## config.mk

```make
export PLATFORM = sky130hd
export DESIGN_NAME = mem_port_arbiter_flat
export DESIGN_NICKNAME = d
export VERILOG_FILES = /design/src/rtl/mem_port_arbiter_if.sv /design/src/rtl/mem_port_arbiter.sv /design/src/flat_wrapper.sv
export SDC_FILE = /design/constraint.sdc
export NUM_CORES = 1
export LEC_CHECK = 0
export BUFFER_PORTS_ARGS = -buffer_cell sky130_fd_sc_hd__buf_2
export CELL_PAD_IN_SITES_DETAIL_PLACEMENT = 0
export CELL_PAD_IN_SITES_GLOBAL_PLACEMENT = 1
export CORE_MARGIN = 2
export CORE_UTILIZATION = 30
export DETAILED_ROUTE_END_ITERATION = 6
export PLACE_DENSITY_LB_ADDON = 0.1
export SYNTH_ARGS = -nofsm -noshare
export SYNTH_HDL_FRONTEND = slang
export SYNTH_SLANG_ARGS = --single-unit
```

## constraint.sdc

```tcl
create_clock -name clk -period 3.9 [get_ports clk]
set_input_delay 0.78 -clock clk [delete_from_list [all_inputs] [get_ports clk]]
set_output_delay 0.78 -clock clk [all_outputs]
set_load 0.1 [all_outputs]
```

## src/rtl/mem_port_arbiter_if.sv

```systemverilog
// Bundle of CPU port, debug/loader port and memory-side signals of the unified
// instruction/data memory arbiter. The slave modport is the arbiter's view.
interface mem_port_arbiter_if #(
    parameter int AW = 32,
    parameter int DW = 32
);
    logic          cpu_req;
    logic          cpu_we;
    logic [AW-1:0] cpu_addr;
    logic [DW-1:0] cpu_wdata;
    logic [DW-1:0] cpu_rdata;
    logic          cpu_ready;

    logic          dbg_req;
    logic          dbg_we;
    logic [AW-1:0] dbg_addr;
    logic [DW-1:0] dbg_wdata;
    logic [DW-1:0] dbg_rdata;
    logic          dbg_ready;
    logic          dbg_lock;

    logic [AW-1:0] mem_addr;
    logic [DW-1:0] mem_wdata;
    logic          mem_we;
    logic [DW-1:0] mem_rdata;

    logic          busy;

    modport slave (
        input  cpu_req, cpu_we, cpu_addr, cpu_wdata,
        output cpu_rdata, cpu_ready,
        input  dbg_req, dbg_we, dbg_addr, dbg_wdata, dbg_lock,
        output dbg_rdata, dbg_ready,
        output mem_addr, mem_wdata, mem_we,
        input  mem_rdata,
        output busy
    );

    modport master (
        output cpu_req, cpu_we, cpu_addr, cpu_wdata,
        input  cpu_rdata, cpu_ready,
        output dbg_req, dbg_we, dbg_addr, dbg_wdata, dbg_lock,
        input  dbg_rdata, dbg_ready,
        input  mem_addr, mem_wdata, mem_we,
        output mem_rdata,
        input  busy
    );
endinterface

```

## src/rtl/mem_port_arbiter.sv

```systemverilog
// Round-robin arbiter sharing one memory between the multicycle MIPS core and a
// debug/program-loader port; each transfer is IDLE -> WAIT x ACC -> RESP.
module mem_port_arbiter #(
    parameter int AW   = 32,
    parameter int DW   = 32,
    parameter int WAIT = 2
) (
    input  logic              clk,
    input  logic              resetn,
    mem_port_arbiter_if.slave bus
);

    if (WAIT < 1 || WAIT > 15) begin : g_bad_wait
        $error("mem_port_arbiter: WAIT must be in 1..15");
    end

    localparam logic [3:0] LAST = 4'(WAIT - 1);

    typedef enum logic [1:0] {S_IDLE, S_ACC, S_RESP} state_t;
    typedef enum logic {OWN_CPU, OWN_DBG} owner_t;

    typedef struct packed {
        logic          we;
        logic [AW-1:0] addr;
        logic [DW-1:0] wdata;
    } req_t;

    state_t        state;
    owner_t        owner;
    owner_t        last_grant;
    logic [3:0]    cnt;
    logic          lat_we;
    logic          we_q;
    logic [AW-1:0] addr_q;
    logic [DW-1:0] wdata_q;
    logic [DW-1:0] cpu_rdata_q;
    logic [DW-1:0] dbg_rdata_q;
    logic          cpu_ready_q;
    logic          dbg_ready_q;

    logic   cpu_elig;
    logic   dbg_elig;
    owner_t pick;
    req_t   sel;

    always_comb begin
        cpu_elig = bus.cpu_req & ~bus.dbg_lock;
        dbg_elig = bus.dbg_req;
        pick     = OWN_DBG;
        if (cpu_elig && dbg_elig)
            pick = (last_grant == OWN_CPU) ? OWN_DBG : OWN_CPU;
        else if (cpu_elig)
            pick = OWN_CPU;
        if (pick == OWN_CPU)
            sel = '{we: bus.cpu_we, addr: bus.cpu_addr, wdata: bus.cpu_wdata};
        else
            sel = '{we: bus.dbg_we, addr: bus.dbg_addr, wdata: bus.dbg_wdata};
    end

    always_ff @(posedge clk) begin
        if (!resetn) begin
            state       <= S_IDLE;
            cnt         <= '0;
            owner       <= OWN_DBG;
            last_grant  <= OWN_DBG;
            lat_we      <= 1'b0;
            we_q        <= 1'b0;
            addr_q      <= '0;
            wdata_q     <= '0;
            cpu_rdata_q <= '0;
            dbg_rdata_q <= '0;
            cpu_ready_q <= 1'b0;
            dbg_ready_q <= 1'b0;
        end else begin
            cpu_ready_q <= 1'b0;
            dbg_ready_q <= 1'b0;
            we_q        <= 1'b0;
            case (state)
                S_IDLE: begin
                    if (cpu_elig || dbg_elig) begin
                        owner      <= pick;
                        last_grant <= pick;
                        lat_we     <= sel.we;
                        addr_q     <= sel.addr;
                        wdata_q    <= sel.wdata;
                        cnt        <= '0;
                        // a single-cycle access strobes in its first ACC cycle
                        we_q       <= sel.we && (LAST == 4'd0);
                        state      <= S_ACC;
                    end
                end
                S_ACC: begin
                    if (cnt == LAST) begin
                        cnt   <= '0;
                        state <= S_RESP;
                        if (owner == OWN_CPU) begin
                            cpu_ready_q <= 1'b1;
                            if (!lat_we) cpu_rdata_q <= bus.mem_rdata;
                        end else begin
                            dbg_ready_q <= 1'b1;
                            if (!lat_we) dbg_rdata_q <= bus.mem_rdata;
                        end
                    end else begin
                        cnt  <= cnt + 4'd1;
                        we_q <= lat_we && (cnt + 4'd1 == LAST);
                    end
                end
                S_RESP:  state <= S_IDLE;
                default: state <= S_IDLE;
            endcase
        end
    end

    // Reset landing on the strobe cycle must not let the memory commit the write.
    assign bus.mem_we    = we_q & resetn;
    assign bus.mem_addr  = addr_q;
    assign bus.mem_wdata = wdata_q;
    assign bus.cpu_rdata = cpu_rdata_q;
    assign bus.dbg_rdata = dbg_rdata_q;
    assign bus.cpu_ready = cpu_ready_q;
    assign bus.dbg_ready = dbg_ready_q;
    assign bus.busy      = (state != S_IDLE);

    a_ready_onehot: assert property (@(posedge clk) disable iff (!resetn)
        !(bus.cpu_ready && bus.dbg_ready));
    a_we_in_acc: assert property (@(posedge clk) disable iff (!resetn)
        bus.mem_we |-> (state == S_ACC && cnt == LAST));

endmodule

```

## src/flat_wrapper.sv

```systemverilog
// flat-port wrapper written by rule: the top's interface ports become plain ports
module mem_port_arbiter_flat 
#(
    parameter int AW   = 32,
    parameter int DW   = 32,
    parameter int WAIT = 2
)
  (clk, resetn, bus_cpu_req, bus_cpu_we, bus_cpu_addr, bus_cpu_wdata, bus_cpu_rdata, bus_cpu_ready, bus_dbg_req, bus_dbg_we, bus_dbg_addr, bus_dbg_wdata, bus_dbg_lock, bus_dbg_rdata, bus_dbg_ready, bus_mem_addr, bus_mem_wdata, bus_mem_we, bus_mem_rdata, bus_busy);
  mem_port_arbiter_if #(.AW(AW), .DW(DW)) bus_i ();
  input  logic clk;
  input  logic resetn;
  input wire logic [$bits(bus_i.cpu_req)-1:0] bus_cpu_req;
  input wire logic [$bits(bus_i.cpu_we)-1:0] bus_cpu_we;
  input wire logic [$bits(bus_i.cpu_addr)-1:0] bus_cpu_addr;
  input wire logic [$bits(bus_i.cpu_wdata)-1:0] bus_cpu_wdata;
  output wire logic [$bits(bus_i.cpu_rdata)-1:0] bus_cpu_rdata;
  output wire logic [$bits(bus_i.cpu_ready)-1:0] bus_cpu_ready;
  input wire logic [$bits(bus_i.dbg_req)-1:0] bus_dbg_req;
  input wire logic [$bits(bus_i.dbg_we)-1:0] bus_dbg_we;
  input wire logic [$bits(bus_i.dbg_addr)-1:0] bus_dbg_addr;
  input wire logic [$bits(bus_i.dbg_wdata)-1:0] bus_dbg_wdata;
  input wire logic [$bits(bus_i.dbg_lock)-1:0] bus_dbg_lock;
  output wire logic [$bits(bus_i.dbg_rdata)-1:0] bus_dbg_rdata;
  output wire logic [$bits(bus_i.dbg_ready)-1:0] bus_dbg_ready;
  output wire logic [$bits(bus_i.mem_addr)-1:0] bus_mem_addr;
  output wire logic [$bits(bus_i.mem_wdata)-1:0] bus_mem_wdata;
  output wire logic [$bits(bus_i.mem_we)-1:0] bus_mem_we;
  input wire logic [$bits(bus_i.mem_rdata)-1:0] bus_mem_rdata;
  output wire logic [$bits(bus_i.busy)-1:0] bus_busy;
  assign bus_i.cpu_req = bus_cpu_req;
  assign bus_i.cpu_we = bus_cpu_we;
  assign bus_i.cpu_addr = bus_cpu_addr;
  assign bus_i.cpu_wdata = bus_cpu_wdata;
  assign bus_cpu_rdata = bus_i.cpu_rdata;
  assign bus_cpu_ready = bus_i.cpu_ready;
  assign bus_i.dbg_req = bus_dbg_req;
  assign bus_i.dbg_we = bus_dbg_we;
  assign bus_i.dbg_addr = bus_dbg_addr;
  assign bus_i.dbg_wdata = bus_dbg_wdata;
  assign bus_i.dbg_lock = bus_dbg_lock;
  assign bus_dbg_rdata = bus_i.dbg_rdata;
  assign bus_dbg_ready = bus_i.dbg_ready;
  assign bus_mem_addr = bus_i.mem_addr;
  assign bus_mem_wdata = bus_i.mem_wdata;
  assign bus_mem_we = bus_i.mem_we;
  assign bus_i.mem_rdata = bus_mem_rdata;
  assign bus_busy = bus_i.busy;
  mem_port_arbiter #(.AW(AW), .DW(DW), .WAIT(WAIT)) u_core (.clk(clk), .resetn(resetn), .bus(bus_i));
endmodule
```

==> results_tabular.tex, run 1 <==
\begin{tabular}{lr}
\hline
Metric & Value \\
\hline
\multicolumn{2}{l}{\textbf{Placed design}} \\
HPWL after detailed placement & 13100 µm \\
Quantity of I/O buffers inserted on ports & 298 \\
Routability Congestion & 0.782 \\
Pre-CTS setup slack & 1.22 ns \\
\multicolumn{2}{l}{\textbf{Pwr}} \\
Clk pwr share & 38.8\% \\
Proportion of power drawn by flip-flops and latches & 35.7\% \\
Leakage power & 3.56 nW \\
Cell-internal power & 0.00277 W \\
Power Density & 563 nW/µm² \\
Fraction of power consumed by combinational cells & 25.5\% \\
Net switching share of the total power & 36.5\% \\
Reported net switching power & 0.00159 W \\
VDD IR-drop max & 0.276 mV \\
\multicolumn{2}{l}{\textbf{Logic synthesis}} \\
Yosys cell types & 32 \\
Share of synthesized area occupied by flip-flops and latches & 50.5\% \\
Leading post-synthesis cells by cell area & sky130\_fd\_sc\_hd\_\_dfxtp\_1 (51\%), sky130\_fd\_sc\_hd\_\_a21oi\_1 (12\%), sky130\_fd\_sc\_hd\_\_o21ai\_0 (9.0\%) \\
Fraction of synthesized cell area taken by the top area cell type & 50.5\% \\
Number of register bits inferred by synthesis & 139 \\
Number of warnings issued by yosys & 0 \\
Synthesized net count & 837 \\
Mean Syn Cell Area & 8.26 µm² \\
Leading area contributor after synthesis & sky130\_fd\_sc\_hd\_\_dfxtp\_1 \\
Number of cells produced by synthesis & 667 \\
Synthesized area & 5510 µm² \\
\multicolumn{2}{l}{\textbf{STA}} \\
Time the final worst path needs with I/O delays and setup & 2.68 ns \\
Setup repair after global routing missed its margin & no \\
Final Hold Violating Endpoints & 0 \\
Final Max Slew Viols & 0 \\
Clk\_skew & 0.00798 ns \\
Setup slack after layout & 1.22 ns \\
Minimum hold slack & 0.460 ns \\
Achievable Freq & 374 MHz \\
Final critical-path share of the clock period & 68.6\% \\
Final Setup Violations & 0 \\
Measured slew at the worst slew-check pin & 0.937 ns \\
TNS Setup & 0 ns \\
Headroom to the max-slew limit & 37.6\% \\
\multicolumn{2}{l}{\textbf{Floorplan}} \\
Chip width & 139 µm \\
Effective utilization at floorplan & 30.7\% \\
Boundary pin count & 299 \\
Chip Height & 139 µm \\
Total die area & 19500 µm² \\
Placeable Area & 18000 µm² \\
Floorplan row count & 49 \\
\multicolumn{2}{l}{\textbf{Critical path}} \\
Worst endpoint data arrival time & 1.90 ns \\
Type of the worst setup path & in2out \\
Chain of cells forming the critical path & buf\_4 > and2\_1 > buf\_2 \\
Worst-path cell with the longest stage delay & sky130\_fd\_sc\_hd\_\_buf\_4 \\
Critical path's largest stage delay & 0.46 ns \\
Crit path launch type & primary input \\
Minimum setup slack among reg-to-reg paths & 1.51 ns \\
Endpoint type of the worst setup path & output pin \\
Critical path peak fanout & 54 \\
Data required time of the worst path & 3.12 ns \\
\multicolumn{2}{l}{\textbf{Drt}} \\
Wire length per cell & 15.8 µm \\
Vias per cell & 4.88 \\
Final routed wirelength across all metal layers & 18600 µm \\
DRT Pass-1 Iters & 5 \\
Residual DRC & 0 \\
Final ANT Viol Nets & 0 \\
First DRT Iteration DRCs & 194 \\
Total via count in the routed design & 5741 \\
\multicolumn{2}{l}{\textbf{Clocking}} \\
H-tree lvl count & 4 \\
Maximum clock insertion buffer count & 2 \\
TritonCTS buffer count & 17 \\
Post-cts sizing count & 0 \\
TritonCTS clock tree & built \\
\# hold bufs at CTS & 0 \\
Insertion delay to the later sink of the worst-skew pair & 0.41 ns \\
Number of clock sinks & 139 \\
Root Buffer & sky130\_fd\_sc\_hd\_\_clkbuf\_16 \\
Setup bufs post-CTS & 0 \\
Clock transition time at the flip-flop clock pins of the worst setup and hold paths & 0.06 ns \\
\multicolumn{2}{l}{\textbf{Global routing}} \\
Total overflow reported by the global router & 0 \\
Largest net degree at the start of global routing & 65 \\
Antenna violations before repair & 3 \\
Wire length of the first global-routing pass & 29200 µm \\
Vias in the first global route & 5507 \\
Overall global routing resource usage & 18.7\% \\
\multicolumn{2}{l}{\textbf{Finish}} \\
Post-layout nets & 1102 \\
Synth-to-layout area growth & 40.6\% \\
Post-layout util & 43.1\% \\
Ratio of cells with drive above 1 in the final layout & 40.8\% \\
\multicolumn{2}{l}{\textbf{Outcome}} \\
Status & finished clean \\
\multicolumn{2}{l}{\textbf{Hold path}} \\
Class of the worst hold path & reg2reg \\
\multicolumn{2}{l}{\textbf{Job}} \\
Number of maximum-capacitance constraint violations & 0 \\
\hline
\end{tabular}
-- layout make-up --
class                   count  area [µm²]
well taps                 229         287
fillers                  1870       10200
clock inverters            12         163
clock buffers              20         457
multi-input cells         462        2450
repair buffers            306        1580
flip-flops and latches    139        2780
inverters                   6        22.5
diodes                      2        5.00
-- worst paths after layout --
path | from | end | cells after the start
worst min register to register | u_core.bus.cpu_rdata[15] | u_core.bus.cpu_rdata[15] | 2
worst max register to register | u_core.cnt[1] | u_core.bus.cpu_rdata[17] | 6
worst min-delay path | u_core.bus.cpu_rdata[15] | u_core.bus.cpu_rdata[15] | 2
worst max-delay path | resetn | bus_mem_we | 3
-- cell usage after synthesis --
| cell type | number |
|---|---|
| sky130_fd_sc_hd__a21o_1 | 2 |
| sky130_fd_sc_hd__o211ai_1 | 1 |
| sky130_fd_sc_hd__buf_1 | 14 |
| sky130_fd_sc_hd__o21ai_0 | 99 |
| sky130_fd_sc_hd__ha_1 | 3 |
| sky130_fd_sc_hd__nand3_2 | 8 |
| sky130_fd_sc_hd__nor2_1 | 1 |
| sky130_fd_sc_hd__and3_1 | 1 |
| sky130_fd_sc_hd__nor3b_1 | 2 |
| sky130_fd_sc_hd__o32ai_1 | 1 |
| sky130_fd_sc_hd__buf_6 | 7 |
| sky130_fd_sc_hd__clkbuf_1 | 39 |
| sky130_fd_sc_hd__a2111oi_0 | 1 |
| sky130_fd_sc_hd__nand3_1 | 57 |
| sky130_fd_sc_hd__a21oi_1 | 130 |
| sky130_fd_sc_hd__or3_1 | 1 |
| sky130_fd_sc_hd__or2_2 | 1 |
| sky130_fd_sc_hd__a311oi_1 | 1 |
| sky130_fd_sc_hd__a31o_2 | 1 |
| sky130_fd_sc_hd__nand4bb_1 | 1 |
| sky130_fd_sc_hd__nor2b_1 | 2 |
| sky130_fd_sc_hd__nand2b_1 | 2 |
| sky130_fd_sc_hd__inv_1 | 6 |
| sky130_fd_sc_hd__nor3_1 | 2 |
| sky130_fd_sc_hd__and2_1 | 3 |
| sky130_fd_sc_hd__or3b_4 | 1 |
| sky130_fd_sc_hd__o21ai_2 | 32 |
| sky130_fd_sc_hd__a31oi_1 | 2 |
| sky130_fd_sc_hd__dfxtp_1 | 139 |
| sky130_fd_sc_hd__o22ai_1 | 1 |
| sky130_fd_sc_hd__nand2_1 | 105 |
| sky130_fd_sc_hd__or4b_1 | 1 |
-- cells by family (layout without fill, tap and decap cells) --
family | after synthesis | after routing | synth area share, %
buf+inv | 66 | 344 | 5.45
compound gates | 271 | 271 | 27.3
other cells | 0 | 2 | 0
flops | 139 | 139 | 50.5
simple gates | 188 | 188 | 16.0
fa+ha+maj | 3 | 3 | 0.682
-- layer usage --
layer	vias to the layer above	global-route usage, %	part of all wire (%)	wire [µm]
met5	-	0	0.070	13
met3	24	6.64	9.3	1720
met2	241	30.1	47	8630
li1	2869	-	-	-
met1	2605	23.0	42	7860
met4	2	7.12	1.8	333
-- worst max-delay path: cells and delay by family --
| kind | cells | cell delay [ns] |
|---|---|---|
| and+or+nand+nor | 1 | 0.21 |
| buffers and inverters | 2 | 0.88 |
-- power by group through the flow --
stage                     clock network (W)  logic, W  registers [W]
after global placement                    0   0.00111        0.00158
after detailed placement                  0   0.00112        0.00159
after CTS                           0.00174   0.00112        0.00156
after global routing                0.00180   0.00117        0.00157
after floorplan                           0  0.000243        0.00220
final                               0.00169   0.00111        0.00156
-- through the flow --
stage	power [W]	instance area, µm²	instances
after floorplan	0.00244	5510	667
after global placement	0.00269	7120	1142
after detailed placement	0.00270	7120	1142
after CTS	0.00441	7740	1174
after global routing	0.00454	7740	1176
final	0.00436	7740	1176
-- registers in the layout (all words and copies together) (netlist names) --
name                  count
u_core.bus.cpu_rdata     32
u_core.bus.dbg_ready      1
u_core.bus.mem_addr      32
u_core.bus.mem_wdata     32
u_core.cnt                4
u_core.lat_we             1
u_core.we_q               1
u_core.state              2
u_core.bus.dbg_rdata     32
u_core.bus.cpu_ready      1
u_core.owner              1
-- placed cells by master, fill, tap and decap left out, drive strengths merged, types with 3 or more instances in the layout --
master    synthesis  routed
bufinv            0       3
and2              3       3
dfxtp           139     139
nand2           105     105
clkbuf           39      20
nand3            65      65
o21ai           131     131
ha                3       3
clkinvlp          0       5
a21oi           130     130
buf              21     306
inv               6       8
(Power assumes the default switching activity.)
==> run 2: changes to the inputs <==
--- a/config.mk
+++ b/config.mk
@@ -5,11 +5,12 @@
 export SDC_FILE = /design/constraint.sdc
 export NUM_CORES = 1
 export LEC_CHECK = 0
+export ABC_AREA = 1
 export BUFFER_PORTS_ARGS = -buffer_cell sky130_fd_sc_hd__buf_2
 export CELL_PAD_IN_SITES_DETAIL_PLACEMENT = 0
 export CELL_PAD_IN_SITES_GLOBAL_PLACEMENT = 1
 export CORE_MARGIN = 2
-export CORE_UTILIZATION = 30
+export CORE_UTILIZATION = 28
 export DETAILED_ROUTE_END_ITERATION = 6
 export PLACE_DENSITY_LB_ADDON = 0.1
 export SYNTH_ARGS = -nofsm -noshare
==> constraint.sdc (replaced) <==
create_clock -name clk -period 2.2 [get_ports clk]
set_input_delay 0.44 -clock clk [delete_from_list [all_inputs] [get_ports clk]]
set_output_delay 0.44 -clock clk [all_outputs]
set_load 0.1 [all_outputs]
==> run 2 against run 1 <==
  * Worst hold slack worse by 0.14 ns
  * Non-clock buffer count up 8
  * Wire length up 16%
  * Via count up 22%
  * Combinational power up 120%
  * Synthesized cell count up 72%
  * Cell count up 49%
  * Sequential power up 78%
  * Area after synthesis up 24%
  * Global-route usage down 2.2 points
  * Total power up 91%
==> results_tabular.tex, run 2 <==
\begin{tabular}{lr}
\hline
Metric & Value \\
\hline
\multicolumn{2}{l}{\textbf{Outcome}} \\
Status & finished clean \\
\multicolumn{2}{l}{\textbf{Critical path}} \\
Type of the worst setup path & reg2out \\
Top Family by Delay on Critical Path & buffers and inverters \\
Chain of cells forming the critical path & inv\_1 > nand2\_1 > buf\_2 \\
Crit path buf inv count & 2 (unchanged) \\
Critical path depth in cells & 3 (unchanged) \\
Critical path peak fanout & 3 (-94\%) \\
R2R Path Start & u\_core.cnt[0] \\
Worst Reg2Reg Path Length in Cells & 6 (unchanged) \\
Worst reg2reg path endpoint & u\_core.bus.cpu\_rdata[26] \\
Data required time of the worst path & 1.76 ns (-1.36 ns) \\
Crit path launch type & flop \\
Endpoint type of the worst setup path & output pin \\
Critical path's largest stage delay & 0.49 ns (+0.03 ns) \\
First element of the critical path & u\_core.state[1] \\
Worst endpoint data arrival time & 1.51 ns (-0.39 ns) \\
Worst-path cell with the longest stage delay & sky130\_fd\_sc\_hd\_\_buf\_2 \\
Minimum setup slack among reg-to-reg paths & 0.57 ns (-0.94 ns) \\
\multicolumn{2}{l}{\textbf{Global routing}} \\
GR met2 Demand/Resource & 26.3\% (-3.8 points) \\
Vias in the first global route & 6469 (+17\%) \\
Met3 track demand over resource & 5.61\% (-1.0 points) \\
Overall global routing resource usage & 16.5\% (-2.2 points) \\
Antenna violations before repair & 3 (unchanged) \\
Total overflow reported by the global router & 0 (unchanged) \\
Most congested layer reported by global routing & met2 \\
Largest net degree at the start of global routing & 65 (unchanged) \\
Met1 demand-to-capacity share in global routing & 21.1\% (-1.9 points) \\
Wire length of the first global-routing pass & 33800 µm (+16\%) \\
\multicolumn{2}{l}{\textbf{Logic synthesis}} \\
Number of cells produced by synthesis & 1144 (+72\%) \\
Number of register bits inferred by synthesis & 139 (unchanged) \\
Synthesized net count & 1314 (+57\%) \\
Most frequent cell after synthesis & sky130\_fd\_sc\_hd\_\_nand2\_1 \\
Synthesized area & 6820 µm² (+24\%) \\
Mean Syn Cell Area & 5.96 µm² (-28\%) \\
Leading post-synthesis cells by cell area & sky130\_fd\_sc\_hd\_\_dfxtp\_1 (41\%), sky130\_fd\_sc\_hd\_\_nand2\_1 (21\%), sky130\_fd\_sc\_hd\_\_nor2\_1 (18\%) \\
Fraction of synthesized cell area taken by the top area cell type & 40.8\% (-9.7 points) \\
Share of synthesized area occupied by flip-flops and latches & 40.8\% (-9.7 points) \\
Number of warnings issued by yosys & 0 (unchanged) \\
Ys flop type & sky130\_fd\_sc\_hd\_\_dfxtp\_1 \\
Post-synth ARST share & 0\% (unchanged) \\
Number of enable-type register cells in the synthesized netlist & 0 (unchanged) \\
Yosys cell types & 19 (-41\%) \\
Leading area contributor after synthesis & sky130\_fd\_sc\_hd\_\_dfxtp\_1 \\
Ranking of synthesized cells by instance count & sky130\_fd\_sc\_hd\_\_nand2\_1 (377), sky130\_fd\_sc\_hd\_\_nor2\_1 (329), sky130\_fd\_sc\_hd\_\_inv\_1 (175), sky130\_fd\_sc\_hd\_\_dfxtp\_1 (139), sky130\_fd\_sc\_hd\_\_nand4\_1 (33) \\
\multicolumn{2}{l}{\textbf{Clocking}} \\
TritonCTS clock tree & built \\
Post-cts sizing count & 0 (unchanged) \\
Insertion delay to the later sink of the worst-skew pair & 0.42 ns (about the same) \\
TritonCTS buffer count & 17 (unchanged) \\
\# hold bufs at CTS & 0 (unchanged) \\
Clock transition time at the flip-flop clock pins of the worst setup and hold paths & 0.07 ns (about the same) \\
Root Buffer & sky130\_fd\_sc\_hd\_\_clkbuf\_16 \\
Setup bufs post-CTS & 0 (unchanged) \\
H-tree lvl count & 4 (unchanged) \\
Number of clock sinks & 139 (unchanged) \\
Maximum clock insertion buffer count & 2 (unchanged) \\
\multicolumn{2}{l}{\textbf{Pwr}} \\
Power Density & 899 nW/µm² (+60\%) \\
VDD IR-drop max & 0.426 mV (+54\%) \\
Leakage power & 5.35 nW (+50\%) \\
\multicolumn{2}{l}{\textbf{Finish}} \\
Ratio of cells with drive above 1 in the final layout & 24.9\% (-16 points) \\
Final std cells w/o fill & 1753 (+49\%) \\
Post-layout nets & 1585 (+44\%) \\
Commonest cells after routing, fill and taps aside & sky130\_fd\_sc\_hd\_\_nand2\_1 (375), sky130\_fd\_sc\_hd\_\_nor2\_1 (327), sky130\_fd\_sc\_hd\_\_buf\_2 (296) \\
Synth-to-layout area growth & 35.5\% \\
Commonest non-fill, non-tap cell in the layout & sky130\_fd\_sc\_hd\_\_nand2\_1 \\
\multicolumn{2}{l}{\textbf{Placed design}} \\
Dpl cells & 1720 (+51\%) \\
Quantity of I/O buffers inserted on ports & 298 (unchanged) \\
HPWL after detailed placement & 15300 µm (+17\%) \\
Routability Congestion & 0.763 (-2.5\%) \\
\multicolumn{2}{l}{\textbf{Drt}} \\
Total via count in the routed design & 7026 (+22\%) \\
Final routed wirelength across all metal layers & 21500 µm (+16\%) \\
DRT Pass-1 Iters & 4 (-1) \\
Wire length per cell & 12.3 µm (-22\%) \\
Residual DRC & 0 (unchanged) \\
Vias per cell & 4.01 (-18\%) \\
Final ANT Viol Nets & 0 (unchanged) \\
First DRT Iteration DRCs & 242 (+25\%) \\
\multicolumn{2}{l}{\textbf{Hold path}} \\
Class of the worst hold path & in2reg \\
End of the worst hold path & u\_core.bus.mem\_addr[13] \\
Number of cells on the worst hold path & 5 (+3) \\
Worst Min Path Start & bus\_dbg\_addr[13] \\
\multicolumn{2}{l}{\textbf{STA}} \\
Achievable Freq & 514 MHz \\
Setup repair after global routing missed its margin & no \\
Time the final worst path needs with I/O delays and setup & 1.95 ns \\
TNS Setup & 0 ns (unchanged) \\
Final Hold Violating Endpoints & 0 (unchanged) \\
Measured slew at the worst slew-check pin & 0.543 ns (-0.393 ns) \\
Final Max Slew Viols & 0 (unchanged) \\
Clk\_skew & 0.0130 ns (+0.00506 ns) \\
Headroom to the max-slew limit & 64.0\% (+26 points) \\
Final Setup Violations & 0 (unchanged) \\
Final critical-path share of the clock period & 88.4\% \\
\multicolumn{2}{l}{\textbf{Floorplan}} \\
Placeable Area & 24100 µm² (+34\%) \\
Floorplan row count & 57 (+16\%) \\
Chip width & 160 µm (+15\%) \\
Boundary pin count & 299 (unchanged) \\
Chip Height & 160 µm (+15\%) \\
Total die area & 25600 µm² (+32\%) \\
Effective utilization at floorplan & 28.3\% (-2.4 points) \\
\multicolumn{2}{l}{\textbf{Job}} \\
Number of maximum-capacitance constraint violations & 0 (unchanged) \\
\hline
\end{tabular}
## run 2: cell type report
| type | instances | area [µm²] |
|---|---|---|
| fill | 2849 | 14900 |
| multi-input combinational | 767 | 3070 |
| sequential | 139 | 2780 |
| timing repair buffer | 314 | 1700 |
| inverter | 176 | 661 |
| clock buffer | 18 | 429 |
| tap | 324 | 405 |
| clock inverter | 14 | 183 |
| antenna | 1 | 2.50 |
## run 2: through the flow
step | utilization [%] | area [µm²] | setup slack [ns] | hold slack [ns] | power [W]
after global routing | 38.3 | 9240 | 0.211 | 0.318 | 0.00873
after CTS | 38.3 | 9240 | 0.217 | 0.294 | 0.00845
final | 38.3 | 9240 | 0.255 | 0.316 | 0.00831
after global placement | 35.8 | 8620 | 0.505 | 0.459 | 0.00536
after detailed placement | 35.8 | 8620 | 0.490 | 0.465 | 0.00536
after floorplan | - | 6820 | 0.0707 | 0.469 | 0.00481
## run 2: worst register-to-register path, stage by stage (launching register included)
cell and delay (ns):
sky130_fd_sc_hd__dfxtp_1 0.44, sky130_fd_sc_hd__ha_1 0.25, sky130_fd_sc_hd__nand2_2 0.15, sky130_fd_sc_hd__nor3_4 0.14, sky130_fd_sc_hd__buf_4 0.38, sky130_fd_sc_hd__nor2_1 0.09
sky130_fd_sc_hd__nor2_1 0.11
## run 2: worst max-delay path by stage
| stage | to |
|---|---|
| 6_report | bus_busy |
| 3_5_place_dp | u_core.bus.mem_addr[0] |
| 4_1_cts | bus_busy |
| 3_3_place_gp | u_core.bus.mem_addr[22] |
| 5_1_grt | bus_busy |
| 2_1_floorplan | bus_mem_we |
## run 2: per-layer routing
| layer | up-vias | wire, µm |
|---|---|---|
| met4 | 2 | 272 |
| met5 | - | 13 |
| met3 | 20 | 1630 |
| li1 | 3858 | - |
| met1 | 2955 | 9890 |
| met2 | 191 | 9740 |
## run 2: report_power, final
part,internal [W],total (W),switching [W]
sequential,0.00270,0.00278,0.0000895
clock,0.00181,0.00303,0.00122
combinational,0.000519,0.00249,0.00197
total,0.00503,0.00831,0.00328
## run 2: cells by family after synthesis
kind of cell	synth area share, %
AOI/OAI and AO/OA	0.514
and+or+nand+nor	43.5
buffers and inverters	14.6
DFF	40.8
adders and majority gates	0.551
